[src/rtl/scan_seq_pkg.sv]
// Shared types and constants for the channel scan sequencer.
// Optional build macro used by the top: SCAN_SEQ_ONEHOT_EN.
package scan_seq_pkg;

  localparam int NCH         = 8;
  localparam int SEL_W       = 3;
  localparam int DWELL_W_DEF = 8;

  typedef enum logic {
    IDLE = 1'b0,
    HOLD = 1'b1
  } state_e;

  // Index of the least-significant set bit; 0 when the map is empty.
  function automatic logic [SEL_W-1:0] lowest_set(input logic [NCH-1:0] m);
    logic [SEL_W-1:0] r;
    r = '0;
    for (int i = NCH - 1; i >= 0; i--) begin
      if (m[i]) r = SEL_W'(i);
    end
    return r;
  endfunction

endpackage

[src/rtl/dec.sv]
// 3-to-8 one-hot channel decoder; only compiled when SCAN_SEQ_ONEHOT_EN is defined.
`ifdef SCAN_SEQ_ONEHOT_EN
module dec (
  input  logic [2:0] in,
  output logic [7:0] out
);

  assign out = 8'b0000_0001 << in;

endmodule
`endif

[src/rtl/scan_seq_next.sv]
// Combinational successor search over the latched channel map: next set
// index above sel_i, a wrap flag when none exists, and the lowest set index.
module scan_seq_next
  import scan_seq_pkg::*;
(
  input  logic [NCH-1:0]   mask_i,
  input  logic [SEL_W-1:0] sel_i,
  output logic [SEL_W-1:0] next_o,
  output logic             wrap_o,
  output logic [SEL_W-1:0] low_o
);

  always_comb begin
    next_o = '0;
    wrap_o = 1'b1;
    // Walk downward so the closest higher set bit is the one left standing.
    for (int i = NCH - 1; i >= 0; i--) begin
      if (mask_i[i] && (i > int'(sel_i))) begin
        next_o = SEL_W'(i);
        wrap_o = 1'b0;
      end
    end
  end

  assign low_o = lowest_set(mask_i);

endmodule

[src/rtl/scan_seq.sv]
// Channel scan sequencer: steps through the enabled channels of a latched mask,
// holding each for dwell+1 cycles. SCAN_SEQ_ONEHOT_EN adds a decoded onehot output.
module scan_seq
  import scan_seq_pkg::*;
#(
  parameter int DWELL_W = DWELL_W_DEF
) (
  input  logic               clk,
  input  logic               rst_n,
  input  logic               start,
  input  logic               stop,
  input  logic               cont,
  input  logic [NCH-1:0]     mask,
  input  logic [DWELL_W-1:0] dwell,
  output logic [SEL_W-1:0]   sel,
  output logic               sel_valid,
`ifdef SCAN_SEQ_ONEHOT_EN
  output logic [NCH-1:0]     onehot,
`endif
  output logic               done
);

  state_e             state_q, state_d;
  logic [SEL_W-1:0]   sel_q, sel_d;
  logic [DWELL_W-1:0] cnt_q, cnt_d;
  logic [DWELL_W-1:0] dwell_q, dwell_d;
  logic [NCH-1:0]     mask_q, mask_d;
  logic               cont_q, cont_d;
  logic               done_q, done_d;

  logic [SEL_W-1:0]   next_sel;
  logic               wrap;
  logic [SEL_W-1:0]   low_sel;

  scan_seq_next u_next (
    .mask_i (mask_q),
    .sel_i  (sel_q),
    .next_o (next_sel),
    .wrap_o (wrap),
    .low_o  (low_sel)
  );

  always_ff @(posedge clk or negedge rst_n) begin
    if (!rst_n) begin
      state_q <= IDLE;
      sel_q   <= '0;
      cnt_q   <= '0;
      dwell_q <= '0;
      mask_q  <= '0;
      cont_q  <= 1'b0;
      done_q  <= 1'b0;
    end else begin
      state_q <= state_d;
      sel_q   <= sel_d;
      cnt_q   <= cnt_d;
      dwell_q <= dwell_d;
      mask_q  <= mask_d;
      cont_q  <= cont_d;
      done_q  <= done_d;
    end
  end

  always_comb begin
    state_d = state_q;
    sel_d   = sel_q;
    cnt_d   = cnt_q;
    dwell_d = dwell_q;
    mask_d  = mask_q;
    cont_d  = cont_q;
    done_d  = 1'b0;
    case (state_q)
      IDLE: begin
        // An empty mask would leave nothing to scan, so such a start is dropped.
        if (start && !stop && (mask != '0)) begin
          mask_d  = mask;
          dwell_d = dwell;
          cont_d  = cont;
          sel_d   = lowest_set(mask);
          cnt_d   = '0;
          state_d = HOLD;
        end
      end
      HOLD: begin
        if (stop) begin
          state_d = IDLE;
        end else if (cnt_q == dwell_q) begin
          cnt_d = '0;
          if (wrap) begin
            done_d = 1'b1;
            if (cont_q) sel_d = low_sel;
            else        state_d = IDLE;
          end else begin
            sel_d = next_sel;
          end
        end else begin
          cnt_d = cnt_q + DWELL_W'(1);
        end
      end
      default: state_d = IDLE;
    endcase
  end

  assign sel       = sel_q;
  assign sel_valid = (state_q == HOLD);
  assign done      = done_q;

`ifdef SCAN_SEQ_ONEHOT_EN
  logic [NCH-1:0] dec_out;

  dec u_dec (
    .in  (sel_q),
    .out (dec_out)
  );

  assign onehot = sel_valid ? dec_out : '0;
`endif

endmodule

[config.mk]
export PLATFORM = sky130hd
export DESIGN_NAME = scan_seq
export DESIGN_NICKNAME = d
export VERILOG_FILES = /design/src/rtl/scan_seq_pkg.sv /design/src/rtl/dec.sv /design/src/rtl/scan_seq_next.sv /design/src/rtl/scan_seq.sv
export SDC_FILE = /design/constraint.sdc
export NUM_CORES = 1
export LEC_CHECK = 0
export BUFFER_PORTS_ARGS = -buffer_cell sky130_fd_sc_hd__buf_2
export CAP_MARGIN = 5
export CORE_MARGIN = 1
export CORE_UTILIZATION = 50
export DETAILED_ROUTE_END_ITERATION = 8
export PLACE_DENSITY = 0.71
export SLEW_MARGIN = 5
export SYNTH_ARGS = -nofsm -noshare
export SYNTH_HDL_FRONTEND = slang
export SYNTH_HIERARCHICAL = 1
export SYNTH_SLANG_ARGS = --single-unit
[constraint.sdc]
create_clock -name clk -period 2.3 [get_ports clk]
set_input_delay 0 -clock clk [delete_from_list [all_inputs] [get_ports clk]]
set_output_delay 0 -clock clk [all_outputs]
set_load 0.01 [all_outputs]
# Word level (Yosys, flattened, before mapping)
# Cells that the tools add are included.
# Widths: inputs -> output; s select.
word_totals:
  in_bits: 21
  regBits: 30
  word_cells: 85
op_classes:
  n_lt_le_gt_ge: 7
  bitwise_logic: 1
  n_reduce_logical: 14
  n_mux: 50
  n_eq_ne: 5
  n_addsub: 1
ops:
  columns: ["operator", "n"]
  rows:
  - ["$mux 3", 28]
  - ["$mux 8", 3]
  - ["$mux 1", 16]
  - ["$pmux 8 s2", 1]
  - ["$gt 3x3->1 const A", 4]
  - ["$logic_and 1x1->1", 9]
  - ["$add 8x1->8 const B", 1]
  - ["$eq 8x8->1", 1]
  - ["$reduce_bool 8->1", 1]
  - ["$gt 2x3->1 const A", 2]
  - ["$pmux 3 s2", 1]
  - ["$ne 2x2->1 const B", 2]
  - ["$reduce_and 2->1", 2]
  - ["$reduce_and 4->1", 1]
  - ["$gt 1x3->1 const A", 1]
  - ["$ne 3x3->1 const B", 1]
  - ["$ne 2x1->1 const B", 1]
  - ["$pmux 1 s2", 1]
  - ["$logic_not 1->1", 1]
  - ["$not 1->1", 1]

# Depth between registers and ports, before layout
# Gate-level depths: netlist of the first run.
logic_depth:
  ltp_word: 13
  ltp_mapped: 9
  ltp_nobuf: 8

# Hierarchy
# Netlist of the first run, hierarchy kept.
modules_own_cells:
  columns: ["module", "seq_area_each_um2", "n_inst", "cells_per_inst", "area_each_um2"]
  rows:
  - ["scan_seq", 750.7, 1, 146, 1587.8]
  - ["scan_seq_next", 0.0, 1, 39, 251.5]

# Least setup slack after synthesis of the first run
# OpenSTA, ideal clock, no wires.
synth_path:
  kind: "register to register"
  startpoint: "reg sel_q[1] (netlist: sel[1])"
  endpoint: "reg sel_q[0] (netlist: sel[0])"
  arrival_time_ps: 1881
  path_buffers: 1
  stages_incl_launch_ff: 9
  setup_slack_ps: 289
  cell_sequence: "dfrtp_1 -> buf_6 -> nor2_1 -> a2bb2oi_2 -> nor3b_1 -> inv_1 -> o21ai_0 -> o311a_1 -> a31oi_1"
synth_via:
  elab_chain_len: 13
  word_cells_on_any_way: 34
  classes_between: "7 x order compare; 1 x eq/ne; 18 x mux; 8 x reduce/logical"
synth_lines:
  columns: ["element", "line", "text"]
  rows:
  - ["start: declaration", "scan_seq.sv:24", "logic [SEL_W-1:0] sel_q, sel_d;"]
  - ["start signal: assignment", "scan_seq.sv:54", "sel_q <= sel_d;"]
  - ["$gt 3x3->1", "scan_seq_next.sv:18", "if (mask_i[i] && (i > int'(sel_i))) begin"]
  - ["$logic_and 1x1->1", "scan_seq_next.sv:18", null]
  - ["$mux 1 (6 in a row)", "scan_seq_next.sv:18", null]
  - ["$mux 1 *", "scan_seq_next.sv:18", null]
  - ["net wrap", "scan_seq.sv:32", "logic wrap;"]
  - ["$mux 3", "scan_seq.sv:88", "if (wrap) begin"]
  - ["$mux 3", "scan_seq.sv:86", "end else if (cnt_q == dwell_q) begin"]
  - ["$mux 3", "scan_seq.sv:84", "if (stop) begin"]
  - ["$pmux 3 s2", "scan_seq.sv:71", "case (state_q)"]
# Mark *: on every way through the listed nets, which the timed path passes. The rest lies on a longest branch. The select of a mux whose other input is x is not followed.
# A chain may end at the register's enable or synchronous reset.

# Worst setup path in the final report of the first run
layout_path:
  startpoint: "reg sel_q[2] (netlist: sel[2])"
  endpoint: "reg sel_q[1] (netlist: sel[1])"
# The elaborated chain is that of the path after synthesis.

==> results.md, run 1 <==
* Comb power frac at 43.6%
* Crit path cell chain: a21boi_1, o21a_1, nor3b_1, buf_4, mux2_2, a22oi_1, a31oi_1
* F_max at 483 MHz
* Slew margin rel. at a little under three fifths
* Syn_area_per_cell at 9.94 um^2
* Setup TNS Final at 0 ps
* Tot Pwr at around 0.0026 W
* Final net count at ~250
* Layout Area Growth over Synthesis at 20.7%
* Status: finished, final reports clean
* Cell area after layout at 0.00222 mm^2
* Via count of the first global-routing pass at 1527
* Row Count at 21
* Setup-failing EPs final at 0
* Die X at 62.7 um
* Die footprint at 0.00393 mm^2
* Drt first pass iters at 4
* GPL Wtd Cong at roughly 0.9
* Cells after DPL at 254
* Ys Warns at 6
* Initial core utilization at 53.4%
* Largest net degree at the start of global routing at 31
* Int Power at ~0.0016 W
* Mapped cell area at 0.00184 mm^2
* Synth area leaders: dfrtp_1 (41%), mux2_2 (10%), nand3_1 (3.8%)
* Leakage Power at 0.968 nW
* DIE HEIGHT at 62.7 um
* Worst EP required at 2450 ps
* Antenna violations before repair at 0
* ANT cells at 0
* Peak supply drop at between 0.0005 and 0.0006 V
* Clock share of power at 17.2%
* First-pass GRT wire length at 7.35 mm
* Sequential-to-total area share from yosys stat at 40.8%
* DRC viols at 0
* WS Path Type: reg2reg
* Drt first-iter violations at 155
* Pwr/cell area at 1160 mW/mm^2
* Clock Sinks at 30
* Final Hold Viols at 0
* Total GRT Usage at 24.3%
* Endpoint class of the critical path: flip-flop
* Tcrit/Tclk final at 90.0%
* Yosys top cell by area: dfrtp_1
* CTS tree: built
* Crit path launch type: flip-flop
* RSZ-0062 raised after global routing: false
* Port bufs at 25
* Sequential share of power at between 30% and 40%
* Final non-filler cell total at 273
* Area after DPL at 0.00202 mm^2
* Max-slew violations at 0
* Switching share of total power at 39.0%
* Net Sw Power at between 0.001 and 0.0015 W
* Post-DR wirelength/cell at 15.6 um
* Net Count, Synth at 207
* Worst-path clk slew at roughly 60 ps
* Arr. time, crit path at 2220 ps
* H-tree depth at 2
* Critical path fanouts, max at 12
* Detailed-route via count at approximately 1600
* Unique masters post-synth at 44
* DRT Wirelength at around 4.3 mm
* Clock buffer depth at 2
* Tightest Pin Transition at 658 ps
* Total CTS buffers at 5
* Slowest-stage cell, CP: dfrtp_1
* Yosys top cell area share at 40.8%
* Filler Cell Count at roughly 300
* Vias per inst at between 5 and 6
* IO Count at 26
* Worst-skew pair later-pin latency at 280 ps
* Cell count after synthesis at about 190
* Share of layout cells above drive strength 1 at between 20% and 30%
* Core area at 0.00344 mm^2
* Max-capacitance violation count at 0
* ANT nets after route at 0
* Worst min path class: in2reg
* Largest stage delay on the critical path at 560 ps
* Number of synthesized register bits at 30
* Root Buffer: clkbuf_8
* Clk_skew at around 5.4 ps
* Crit path time final at 2070 ps
* GRT overflow at 0
* Final HPWL DP at 3.07 mm
* Hold Slack at 8.55 ps
-- worst max-delay path, delay by kind of cell, from the launching register on --
kind | cells | cell delay [ps]
muxes | 1 | 330
DFF | 1 | 560
AOI/OAI and AO/OA | 4 | 640
and+or+nand+nor | 1 | 240
buffers and inverters | 1 | 170
-- metal layers --
layer,wire length (um),track usage [%],vias to the layer above
li1,-,-,778
met1,1980,32.3,764
met2,2070,38.6,39
met3,146,4.93,6
met4,70,9.59,0
met5,0,0,-
-- power by group through the flow --
stage	Sequential, W	Combinational, W	Clock [W]
6_report	0.00101	0.00112	0.000441
2_1_floorplan	0.000917	0.000883	0
5_1_grt	0.00105	0.00125	0.000472
4_1_cts	0.00101	0.00111	0.000445
3_3_place_gp	0.000993	0.00106	0
3_5_place_dp	0.00102	0.00109	0
-- layout make-up --
type	instances	area [um^2]	area share [%]
inverter	12	45.0	2.03
clock inverter	1	5.00	0.225
timing repair buffer	43	300	13.5
clock buffer	7	86.3	3.89
multi-input combinational	134	976	43.9
sequential	30	751	33.8
tap	46	57.6	2.59
-- per-stage QoR --
stage | setup WS, ps | util (%)
6_report | 230 | 64.5
2_1_floorplan | 289 | -
5_1_grt | 13.9 | 64.5
4_1_cts | 230 | 64.5
3_5_place_dp | 248 | 58.7
3_3_place_gp | 298 | 58.7
-- cell usage after synthesis, drive strengths merged --
library cell / number
a21oi: 7
o2111ai: 2
nor4: 4
a31oi: 4
a221oi: 1
o21ba: 1
ha: 1
o21a: 1
nor3b: 2
buf: 7
clkbuf: 2
nand2: 8
a2bb2oi: 1
nor2: 7
nand2b: 3
nor2b: 4
mux2: 18
o31ai: 3
nand3: 14
o311ai: 1
o22ai: 2
a21boi: 1
a32oi: 1
inv: 12
mux2i: 3
nor4b: 1
a211oi: 1
o211ai: 6
o311a: 3
or4: 2
xnor2: 8
dfrtp: 30
nand4: 2
nor3: 4
o21bai: 1
a21bo: 1
a22oi: 2
o21ai: 13
o211a: 1
-- cell families (layout without fill, tap and decap cells) --
logic type	count (synthesis)	count (layout)	share of synthesized area, %
and+or+nand+nor	51	51	14.9
DFF	30	30	40.8
adders and majority gates	1	1	0.680
muxes	21	21	12.7
AOI/OAI and AO/OA	53	53	21.0
xor gates and xnor gates	8	8	3.81
buffers and inverters	21	63	6.12
-- path summary, 6_finish.rpt --
kind	to	from	slack [ps]	depth (start not counted)
max	sel[1]	sel[2]	230	7
min	mask_q[7]	mask[7]	9	2
max reg2reg	sel[1]	sel[2]	230	7
min reg2reg	dwell_q[4]	dwell_q[4]	530	1
max in group asynchronous	mask_q[1]	rst_n	1590	2
min in group asynchronous	cnt_q[6]	rst_n	280	2
-- what timing repair did --
action / in CTS / in global routing
gates resized for setup: 0 / 1
setup endpoints to repair: 0 / 3
hold buffers: 11 / 0
setup buffers: 0 / 0
hold endpoints to repair: 40 / 0
-- placed cells by master, fill, tap and decap left out, types with 2 or more instances in the layout --
cell,count
nor3b_1,2
a22oi_1,2
a21oi_1,7
o31ai_1,3
buf_4,6
nor2_1,7
o21ai_0,10
nand2_1,8
nor2b_1,4
buf_2,25
dlygate4sd3_1,11
mux2i_1,3
nand2b_1,3
o311a_1,3
o2111ai_1,2
nand4_1,2
o22ai_1,2
clkbuf_8,6
o211ai_1,5
mux2_2,17
nor4_1,4
nand3_1,14
a31oi_1,4
xnor2_1,8
o21ai_1,2
dfrtp_1,30
nor3_1,4
or4_4,2
inv_1,12
-- registers in the layout, summed over array words and instances (netlist names) --
signal     flops
dwell_q        8
done           1
mask_q         8
sel            3
sel_valid      1
cont_q         1
cnt_q          8
(Power assumes the default switching activity.)
==> inputs of run 2 (changes only) <==
Settings changed: PLACE_DENSITY 0.71 to 0.82.
==> results.md, run 2 (same netlist as run 1, synthesis figures left out) <==
* Antenna violations before repair at 0 (unchanged)
* Slew margin rel. at 54.6% (-1.6 points)
* IO Count at 26 (unchanged)
* Share of layout cells above drive strength 1 at 26.5% (-0.76 points)
* Clk_skew at 4.25 ps (-1.12 ps)
* Clock Sinks at 30 (unchanged)
* H-tree depth at 2 (unchanged)
* Tcrit/Tclk final at 91.0% (+0.99 points)
* RSZ-0062 raised after global routing: false
* Detailed-route via count at 1620 (+2.1%)
* Post-DR wirelength/cell at 15.0 um (-4.2%)
* Crit path launch type: flip-flop
* GRT overflow at 0 (unchanged)
* Row Count at 21 (unchanged)
* Core area at 0.00344 mm^2 (unchanged)
* Leakage Power at 0.958 nW (-1.0%)
* Pwr/cell area at 1150 mW/mm^2 (-1.0%)
* Max-capacitance violation count at 0 (unchanged)
* Multi-input logic area at 976 um^2 (unchanged)
* F_max at 478 MHz (-1.1%)
* Final net count at 248 (unchanged)
* Worst EP required at 2460 ps (about the same)
* Resized Gates After CTS at 0 (unchanged)
* WS Path Type: reg2reg
* ANT cells at 0 (unchanged)
* Initial core utilization at 53.4% (unchanged)
* Root Buffer: clkbuf_8
* Crit-path leading delay family: compound AO/OA/AOI/OAI gates
* Setup TNS Final at 0 ps (unchanged)
* Post-Route Utilization at 64.1% (-0.44 points)
* Arr. time, crit path at 2250 ps (+30 ps)
* Crit path cell chain: a21boi_1, o21a_1, nor3b_1, buf_4, mux2_2, a22oi_1, a31oi_1
* Status: finished, final reports clean
* Drt first pass iters at 4 (unchanged)
* Commonest non-fill, non-tap cells in the layout: dfrtp_1 (30), buf_2 (25), mux2_2 (17)
* Via count of the first global-routing pass at 1603 (+5.0%)
* Tot Pwr at 0.00253 W (-1.7%)
* CTS tree: built
* Filler Cell Count at 286 (-5.0%)
* Worst-path clk slew at 60 ps (about the same)
* Final Hold Viols at 0 (unchanged)
* Port bufs at 25 (unchanged)
* Register area at 751 um^2 (unchanged)
* Critical path fanouts, max at 12 (unchanged)
* ANT nets after route at 0 (unchanged)
* Crit path time final at 2090 ps (+22.9 ps)
* DIE HEIGHT at 62.7 um (unchanged)
* Peak supply drop at 0.000504 V (-8.6%)
* Drt first-iter violations at 136 (-12%)
* Setup-failing EPs final at 0 (unchanged)
* Largest net degree at the start of global routing at 31 (unchanged)
* Layout Area Growth over Synthesis at 19.9%
* Biggest registers after layout: cnt_q (8), dwell_q (8), mask_q (8)
* Reg2reg setup slack at 210 ps (-20 ps)
* Total GRT Usage at 23.8% (-0.49 points)
* First-pass GRT wire length at 7.22 mm (-1.7%)
* Commonest non-fill, non-tap cell in the layout: dfrtp_1
* Worst-skew pair later-pin latency at 280 ps (about the same)
* Clock buffer depth at 2 (unchanged)
* Buffer and inverter count on the worst path at 1 (unchanged)
* Endpoint class of the critical path: flip-flop
* Largest stage delay on the critical path at 560 ps (about the same)
* Die footprint at 0.00393 mm^2 (unchanged)
* Hold Slack at 6.42 ps (-2.13 ps)
* Tightest Pin Transition at 674 ps (+16.4 ps)
* Worst min path class: in2reg
* Vias per inst at 5.96 (+2.5%)
* Total CTS buffers at 5 (unchanged)
* DRC viols at 0 (unchanged)
* Slowest-stage cell, CP: dfrtp_1
* Max-slew violations at 0 (unchanged)
* Final HPWL DP at 2.87 mm (-6.6%)
* GPL Wtd Cong at 0.877 (-1.7%)
* Die X at 62.7 um (unchanged)
* DRT Wirelength at 4.07 mm (-4.6%)
==> run 2: cell types whose count changed in the layout (fill, tap and decap cells not counted), sizes merged <==
cell and delta:
clkinv -1
==> run 2: report_power, final <==
part	internal [W]	switching, W
registers	0.000733	0.000276
logic	0.000596	0.000530
clock network	0.000208	0.000184
total	0.00154	0.000990
==> run 2: repair_timing <==
item	CTS	global route
setup endpoints to repair	0	0
hold endpoints to repair	40	0
buffers inserted	0	0
hold buffers	11	0
==> run 2: worst paths after layout <==
kind,start,endpoint,depth (start not counted)
min reg2reg,dwell_q[5],dwell_q[5],1
max reg2reg,sel[2],sel[1],7
min,mask[7],mask_q[7],2
max,sel[2],sel[1],7
max in group asynchronous,rst_n,cnt_q[7],2
min in group asynchronous,rst_n,dwell_q[7],2
==> run 2: area by class of cell <==
class | instances | share of cell area, %
multi-input cells | 134 | 44.2
inverters | 12 | 2.04
repair buffers | 43 | 13.6
well taps | 46 | 2.61
clock buffers | 7 | 3.46
flip-flops and latches | 30 | 34.0
==> run 2: metal layers <==
layer	wire length (um)	GRT usage, %	up-vias
met5	0	0	-
met4	85	15.4	0
met3	178	4.20	8
met2	1910	36.1	53
met1	1900	31.1	790
li1	-	-	769
==> run 2: per-stage QoR <==
stage	area [um^2]	setup WS (ps)	instances
2_1_floorplan	1840	289	185
3_3_place_gp	2020	339	254
3_5_place_dp	2020	257	254
4_1_cts	2210	236	272
5_1_grt	2210	100	272
6_report	2210	207	272
==> inputs of run 3 (changes only) <==
Settings changed: CTS_BUF_LIST set to sky130_fd_sc_hd__clkbuf_16.
==> results.md, run 3 (same netlist as run 1, synthesis figures left out) <==
* F_max at 476 MHz (-0.27%)
* Clock buffer depth at 2 (unchanged)
* Port bufs at 25 (unchanged)
* Worst setup margin at 201 ps (-5.58 ps)
* Setup TNS Final at 0 ps (unchanged)
* H-tree depth at 2 (unchanged)
* Max-slew violations at 0 (unchanged)
* Commonest non-fill, non-tap cell in the layout: dfrtp_1
* GRT overflow at 0 (unchanged)
* Critical path fanouts, max at 12 (unchanged)
* Via count of the first global-routing pass at 1630 (+1.7%)
* Layout Area Growth over Synthesis at 22.4%
* Worst min path class: in2reg
* ANT cells at 0 (unchanged)
* HP Start: mask[6]
* Largest net degree at the start of global routing at 31 (unchanged)
* Dpl ws at 257 ps (unchanged)
* Worst-skew pair later-pin latency at 270 ps (about the same)
* Peak supply drop at 0.000774 V (+54%)
* Crit path time final at 2100 ps (+5.58 ps)
* Clock Sinks at 30 (unchanged)
* DRT Wirelength at 4.07 mm (about the same)
* Crit path launch type: flip-flop
* Biggest registers after layout: cnt_q (8), dwell_q (8), mask_q (8)
* Leakage Power at 0.988 nW (+3.1%)
* Tightest Pin Transition at 688 ps (+13.3 ps)
* RSZ-0062 raised after global routing: false
* Final HPWL DP at 2.87 mm (unchanged)
* Antenna violations before repair at 0 (unchanged)
* Die X at 62.7 um (unchanged)
* Crit Reg-Reg Endpoint: sel[1]
* Total CTS buffers at 5 (unchanged)
* IO Count at 26 (unchanged)
* Commonest non-fill, non-tap cells in the layout: dfrtp_1 (30), buf_2 (25), mux2_2 (17)
* Share of layout cells above drive strength 1 at 26.7% (+0.12 points)
* Vias per inst at 6.03 (+1.2%)
* Pwr/cell area at 1210 mW/mm^2 (+5.6%)
* First-pass GRT wire length at 7.27 mm (+0.57%)
* Drt first pass iters at 4 (unchanged)
* Cell area after layout at 0.00225 mm^2 (+2.1%)
* Status: finished, final reports clean
* Final net count at 247 (-0.40%)
* Row Count at 21 (unchanged)
* Post-Route Utilization at 65.4% (+1.3 points)
* Die footprint at 0.00393 mm^2 (unchanged)
* CTS tree: built
* Root Buffer: clkbuf_16
* Clk_skew at 3.85 ps (-0.402 ps)
* Endpoint class of the critical path: flip-flop
* Core area at 0.00344 mm^2 (unchanged)
* Post-DR wirelength/cell at 15.0 um (+0.44%)
* Arr. time, crit path at 2250 ps (about the same)
* Cells on worst reg2reg path at 7 (unchanged)
* ANT nets after route at 0 (unchanged)
* Reg-to-reg startpoint: sel[2]
* Reg2reg setup slack at 200 ps (about the same)
* Worst EP required at 2450 ps (about the same)
* Filler Cell Count at 269 (-5.9%)
* WS Path Type: reg2reg
* Resized Gates After CTS at 0 (unchanged)
* Initial core utilization at 53.4% (unchanged)
* Worst-path clk slew at 50 ps (about the same)
* Total GRT Usage at 23.6% (-0.16 points)
* Setup-failing EPs final at 0 (unchanged)
* Drt first-iter violations at 134 (-1.5%)
* Worst Hold End: mask_q[6]
* Max-capacitance violation count at 0 (unchanged)
* Hold Crit Depth at 2 (unchanged)
* GPL Wtd Cong at 0.877 (unchanged)
* DRC viols at 0 (unchanged)
* DIE HEIGHT at 62.7 um (unchanged)
* Slew margin rel. at 53.7% (-0.89 points)
* Area after DPL at 0.00202 mm^2 (unchanged)
* Tcrit/Tclk final at 91.3% (+0.24 points)
* Final Hold Viols at 0 (unchanged)
* Detailed-route via count at 1634 (+0.86%)
run 3: changes by cell type in the layout (fill, tap and decap cells not counted), sizes merged:
cell and delta:
inv +2, clkbuf -2, dlygate4sd3 -1
run 3: cell type report:
class | count | area [um^2] | area share [%]
clock inverter | 2 | 7.51 | 0.333
clock buffer | 5 | 125 | 5.56
sequential | 30 | 751 | 33.3
multi-input combinational | 134 | 976 | 43.3
tap | 46 | 57.6 | 2.56
inverter | 12 | 45.0 | 2.00
timing repair buffer | 42 | 290 | 12.9
run 3: power breakdown:
part | switching [W] | internal, W
Sequential | 0.000280 | 0.000734
Combinational | 0.000528 | 0.000595
Clock | 0.000203 | 0.000384
run 3: worst max-delay path, stage by stage (launching register included):
cell	delay, ps
dfrtp_1	560
a21boi_1	120
o21a_1	230
nor3b_1	250
buf_4	180
mux2_2	330
a22oi_1	190
a31oi_1	120
run 3: how the worst max path moves through the flow:
stage          depth (start not counted)     end  slack (ps)  startpoint
2_1_floorplan                          8  sel[0]         290      sel[1]
3_3_place_gp                           7  sel[1]         340      sel[2]
3_5_place_dp                           7  sel[1]         260      sel[2]
4_1_cts                                7  sel[1]         240      sel[2]
5_1_grt                                7  sel[1]         100      sel[2]
6_report                               7  sel[1]         200      sel[2]
run 3: layer usage:
layer	global-route usage (%)	vias to the layer above	routed length [um]
li1	-	773	-
met1	30.9	788	1840
met2	36.8	63	1900
met3	4.20	10	231
met4	13.4	0	107
met5	0	-	0
run 3: timing repair:
item / in CTS / in global routing
setup buffers: 0 / 0
hold endpoints to repair: 39 / 0
hold buffers: 10 / 0
run 3: per-stage QoR:
stage | total power (W) | hold WS [ps] | cells
4_1_cts | 0.00272 | 9.23 | 271
3_5_place_dp | 0.00211 | 72.0 | 254
5_1_grt | 0.00290 | 29.1 | 271
3_3_place_gp | 0.00206 | 72.8 | 254
2_1_floorplan | 0.00180 | -296 | 185
6_report | 0.00272 | 14.8 | 271
